[config.mk]
export PLATFORM = sky130hd
export DESIGN_NAME = fifo_addr_sched
export DESIGN_NICKNAME = d
export VERILOG_FILES = /design/src/rtl/fifo_addr_sched.sv
export SDC_FILE = /design/constraint.sdc
export NUM_CORES = 1
export LEC_CHECK = 0
export ABC_CLOCK_PERIOD_IN_PS = 2450
export BUFFER_PORTS_ARGS = -buffer_cell sky130_fd_sc_hd__clkbuf_2
export CAP_MARGIN = 10
export CORE_ASPECT_RATIO = 1.1
export CORE_MARGIN = 2
export CORE_UTILIZATION = 35
export DETAILED_ROUTE_END_ITERATION = 16
export GPL_TIMING_DRIVEN = 0
export PLACE_DENSITY = 0.57
export SLEW_MARGIN = 10
export SYNTH_ARGS = -nofsm -noshare
export SYNTH_HDL_FRONTEND = slang
export SYNTH_SLANG_ARGS = --single-unit
[constraint.sdc]
create_clock -name clk -period 2.45 [get_ports clk]
set_input_delay 0.49 -clock clk [delete_from_list [all_inputs] [get_ports clk]]
set_output_delay 0.49 -clock clk [all_outputs]
set_load 0.03 [all_outputs]
[src/rtl/fifo_addr_sched.sv]
// ============================================================================
// fifo_addr_sched : shared delay-FIFO address counters for NTT/INTT datapaths
// Revision 1.0
// ============================================================================
`default_nettype none

module fifo_addr_sched #(
    parameter  int NTT_STAGE_CNT = 8,
    parameter  int MUL_STAGE_CNT = 4,
    localparam int N   = NTT_STAGE_CNT,
    localparam int F0  = 1 << (N - 2),
    localparam int AW  = $clog2((F0 > MUL_STAGE_CNT) ? F0 : MUL_STAGE_CNT),
    localparam int MW  = ($clog2(MUL_STAGE_CNT - 1) > 1) ? $clog2(MUL_STAGE_CNT - 1) : 1
) (
    input  logic            clk,
    input  logic            rst_n,
    input  logic            ntt_req,
    input  logic            intt_req,
    input  logic [N-1:0]    ntt_en,
    input  logic [N-1:0]    intt_en,
    output logic            ntt_gnt,
    output logic            intt_gnt,
    output logic [N-1:0]    stage_en,
    output logic [N*AW-1:0] fifo2_addr,
    output logic [MW-1:0]   fifom_addr,
    output logic            busy
);

    typedef enum logic [1:0] {
        OWN_IDLE = 2'd0,
        OWN_NTT  = 2'd1,
        OWN_INTT = 2'd2
    } owner_e;

    owner_e owner_q;
    logic   last_intt_q;
    logic   grant_new;

    function automatic int fifo2_depth(input int idx);
        if (idx < N - 1) begin
            return 1 << (N - 2 - idx);
        end
        return 1;
    endfunction

    // Round robin: on simultaneous requests the client that did not own last wins.
    always_ff @(posedge clk) begin
        if (!rst_n) begin
            owner_q     <= OWN_IDLE;
            last_intt_q <= 1'b1;
        end else begin
            case (owner_q)
                OWN_IDLE: begin
                    if (ntt_req && intt_req) begin
                        owner_q <= last_intt_q ? OWN_NTT : OWN_INTT;
                    end else if (ntt_req) begin
                        owner_q <= OWN_NTT;
                    end else if (intt_req) begin
                        owner_q <= OWN_INTT;
                    end
                end
                OWN_NTT: begin
                    if (!ntt_req && (ntt_en == '0)) begin
                        owner_q     <= OWN_IDLE;
                        last_intt_q <= 1'b0;
                    end
                end
                OWN_INTT: begin
                    if (!intt_req && (intt_en == '0)) begin
                        owner_q     <= OWN_IDLE;
                        last_intt_q <= 1'b1;
                    end
                end
                default: owner_q <= OWN_IDLE;
            endcase
        end
    end

    assign ntt_gnt   = (owner_q == OWN_NTT);
    assign intt_gnt  = (owner_q == OWN_INTT);
    assign busy      = (owner_q != OWN_IDLE);
    assign grant_new = (owner_q == OWN_IDLE) && (ntt_req || intt_req);

    // NTT stage k shares the physical FIFO of INTT stage N-1-k.
    always_comb begin
        stage_en = '0;
        case (owner_q)
            OWN_NTT: begin
                for (int i = 0; i < N; i++) begin
                    stage_en[i] = ntt_en[N-1-i];
                end
            end
            OWN_INTT: stage_en = intt_en;
            default:  stage_en = '0;
        endcase
    end

    for (genvar gi = 0; gi < N; gi++) begin : g_fifo2
        localparam int            DEPTH = fifo2_depth(gi);
        localparam logic [AW-1:0] LAST  = AW'(DEPTH - 1);

        logic [AW-1:0] cnt_q;
        logic [AW-1:0] cnt_d;

        always_comb begin
            cnt_d = cnt_q;
            if (grant_new) begin
                cnt_d = '0;
            end else if (stage_en[gi]) begin
                cnt_d = (cnt_q == LAST) ? '0 : cnt_q + AW'(1);
            end
        end

        always_ff @(posedge clk) begin
            if (!rst_n) begin
                cnt_q <= '0;
            end else begin
                cnt_q <= cnt_d;
            end
        end

        assign fifo2_addr[gi*AW +: AW] = cnt_q;
    end

    localparam logic [MW-1:0] FM_LAST = MW'(MUL_STAGE_CNT - 2);

    logic [MW-1:0] fm_q;
    logic [MW-1:0] fm_d;

    always_comb begin
        fm_d = fm_q;
        if (grant_new) begin
            fm_d = '0;
        end else if (|stage_en) begin
            fm_d = (fm_q == FM_LAST) ? '0 : fm_q + MW'(1);
        end
    end

    always_ff @(posedge clk) begin
        if (!rst_n) begin
            fm_q <= '0;
        end else begin
            fm_q <= fm_d;
        end
    end

    assign fifom_addr = fm_q;

endmodule

`default_nettype wire
==> flow_summary.json <==
{
  "status": "complete, no violations",
  "postCtsSetupRepairBufs": 0,
  "cp.required_ns": 1.96,
  "maxSlewHeadroom_pct": 56.76,
  "dr_total_vias": 2531,
  "tns_ns": 0,
  "synthFlopType": "dfxtp_1",
  "ant_nets": 0,
  "reg2reg_depth": 7,
  "finalPower_uw": 1936,
  "rrSetupSlack_ns": 0.29,
  "post-synth-top-area-cell": "dfxtp_1",
  "first_pass_iters": 4,
  "grt-ovfl-total": 0,
  "yosysTopAreaCellShare_pct": 37.99,
  "netlist_area_um2": 2793,
  "whs_endpoint": "owner_q[1]",
  "power_density_nw_per_um2": 565.5,
  "antenna_found_initial": 0,
  "coreArea_um2": 7828,
  "startpoint": "owner_q[0]",
  "grt_max_degree": 15,
  "p_leak_uw": 0.001531,
  "synth-seq-cells": 53,
  "setup.worst_path.end_class": "output pin",
  "gp_congestion": 0.8179,
  "cts-root-buf": "clkbuf_8",
  "seqCellArea_um2": 1061,
  "synth_area_leaders": "dfxtp_1 (38%), xor2_1 (11%), ha_1 (6.3%), nor2_1 (6.0%), nand4_1 (4.5%)",
  "ctsHoldBuffers": 0,
  "grt_pass1_wl_mm": 11.21,
  "arrival_ns": 1.81,
  "grt_pass1_vias": 2404,
  "pre_cts_ws_ns": 0.2024,
  "min_from": "rst_n",
  "drc": 0,
  "slew_violations": 0,
  "cts_buffers": 5,
  "port_buffers": 80,
  "initial_core_util_pct": 35.68,
  "layout_setup_ws_ns": 0.1462,
  "fin_util_pct": 43.73,
  "synth_area_per_cell_um2": 8.646,
  "syn_nets": 357,
  "cts.path.max_buffers": 2,
  "finalWirelength_mm": 6.934,
  "avgRoutedWirePerCell_um": 13.39,
  "ys_warn_count": 0,
  "min_path_type": "primary input to register",
  "rows": 34,
  "grt_usage_pct": 16.31,
  "worst_setup_path_start_kind": "register",
  "path_clk_slew_ns": 0.09,
  "synthCells": 323,
  "min_period_ns": 2.304,
  "max-vdd-ir-drop_mv": 0.3118,
  "rsz0062_at_grt": "false",
  "multi_input_area_um2": 1595,
  "drtIter0Drc": 52,
  "diodes": 0,
  "finalHoldViolations": 0,
  "dieArea_um2": 8711,
  "cts_tree": "done",
  "synthArstFlopShare_pct": 0,
  "max_slew.worst_pin.slew_ns": 0.6486,
  "final_nets": 444,
  "worstSetupPathType": "register to output pin",
  "syn2layout_area_growth_pct": 22.58,
  "reg2reg_to": "g_fifo2[5].cnt_q[4]",
  "synth_cell_types": 38,
  "synth_edf_count": 0,
  "htree_num_levels": 2,
  "die_w_um": 89.17,
  "vias_per_cell": 4.886,
  "drv_cap": 0,
  "chipHeight_um": 97.69,
  "setup_viol_count_final": 0,
  "insertion_delay_ns": 0.30,
  "final.fill_count": 836,
  "ios": 81,
  "cts.sinks": 53,
  "period_share_pct": 94.03,
  "r2r_start": "owner_q[0]",
  "hold_depth": 3,
  "dpl.hpwl_mm": 5.437,
  "synth_seq_area_share_pct": 37.99,
  "fin_worst_skew_ns": 0.005647,
  "fmax_ghz": 0.4341,
  "critPathMaxFanout": 10,
  "layout-drive-gt1-share_pct": 26.10,
  "cts_resized": 1
}
[cells in the mapped netlist, drive strengths merged (2+ instances only)]
| cell type | instances |
|---|---|
| o41ai | 3 |
| o32ai | 2 |
| buf | 6 |
| dfxtp | 53 |
| a21oi | 11 |
| nand3 | 23 |
| nand4 | 20 |
| o21ai | 8 |
| nand2 | 20 |
| nor3 | 3 |
| inv | 21 |
| xnor2 | 4 |
| nor2 | 45 |
| a31oi | 2 |
| nor4 | 5 |
| clkbuf | 4 |
| a22o | 8 |
| and2 | 17 |
| and3 | 7 |
| a211o | 3 |
| ha | 14 |
| xor2 | 35 |
[worst max path at each step]
stage | endpoint | cells after the start
4_1_cts | stage_en[7] | 6
6_report | stage_en[1] | 7
3_5_place_dp | stage_en[1] | 6
2_1_floorplan | stage_en[7] | 6
3_3_place_gp | stage_en[0] | 6
5_1_grt | stage_en[1] | 6
[cells by family after synthesis]
logic type,count (synthesis),share of synthesized area (%)
adders and majority gates,14,6.272
and+or+nand+nor,144,25.40
DFF,53,37.99
xor gates and xnor gates,39,12.23
AOI/OAI and AO/OA,42,13.04
buffers and inverters,31,5.063
[where the power goes]
part / leakage, uW / switching (uW) / internal (uW) / total, uW
Sequential: 0.000427 / 11.8 / 874 / 885
Combinational: 0.00106 / 387 / 169 / 556
Clock: 0.0000443 / 270 / 225 / 495
[registers in the layout (all words and copies together), names as in the netlist]
signal	flops
g_fifo2.cnt_q	48
last_intt_q	1
owner_q	2
fifom_addr	2
[per-layer routing]
layer | GRT usage [%] | routed length [um]
met1 | 20.86 | 3133
met2 | 27.07 | 3351
met3 | 3.908 | 324
met4 | 4.363 | 124
met5 | 0 | 0
[area by class of cell]
class | instances | share of cell area, %
timing repair buffer | 80 | 11.70
buffer | 10 | 1.937
multi-input combinational | 239 | 46.60
clock buffer | 7 | 2.522
tap | 108 | 3.947
inverter | 21 | 2.303
sequential | 53 | 30.99
[critical path, cell delays in order, from the launching register on]
cell	delay, ns
dfxtp_1	0.37
inv_1	0.07
ha_1	0.24
buf_6	0.15
a22o_2	0.31
nand2_1	0.14
inv_1	0.05
clkbuf_2	0.17
[through the flow]
stage	hold slack [ns]	area, um^2	cells
3_3_place_gp	0.4843	3328	511
3_5_place_dp	0.4870	3328	511
5_1_grt	0.4898	3423	518
4_1_cts	0.4871	3416	518
2_1_floorplan	0.4614	2793	323
6_report	0.4918	3423	518
[cell usage in the layout (no fill, tap or decap), types with 2 or more instances in the layout]
cell / instances
dfxtp_1: 53
buf_6: 3
a21oi_1: 11
nand3_1: 23
ha_1: 14
a31oi_1: 2
clkbuf_1: 4
nor2_1: 45
a211o_2: 2
o41ai_4: 2
xnor2_1: 4
xor2_1: 35
a22o_4: 2
nor4_1: 5
clkbuf_8: 6
inv_1: 21
and3_1: 7
and2_0: 2
o32ai_1: 2
a22o_2: 6
and2_1: 15
nand2_1: 18
nand4_1: 20
clkbuf_2: 81
nor3_1: 3
nand2_2: 2
o21ai_0: 7
Power figures use the tool's default switching activity.
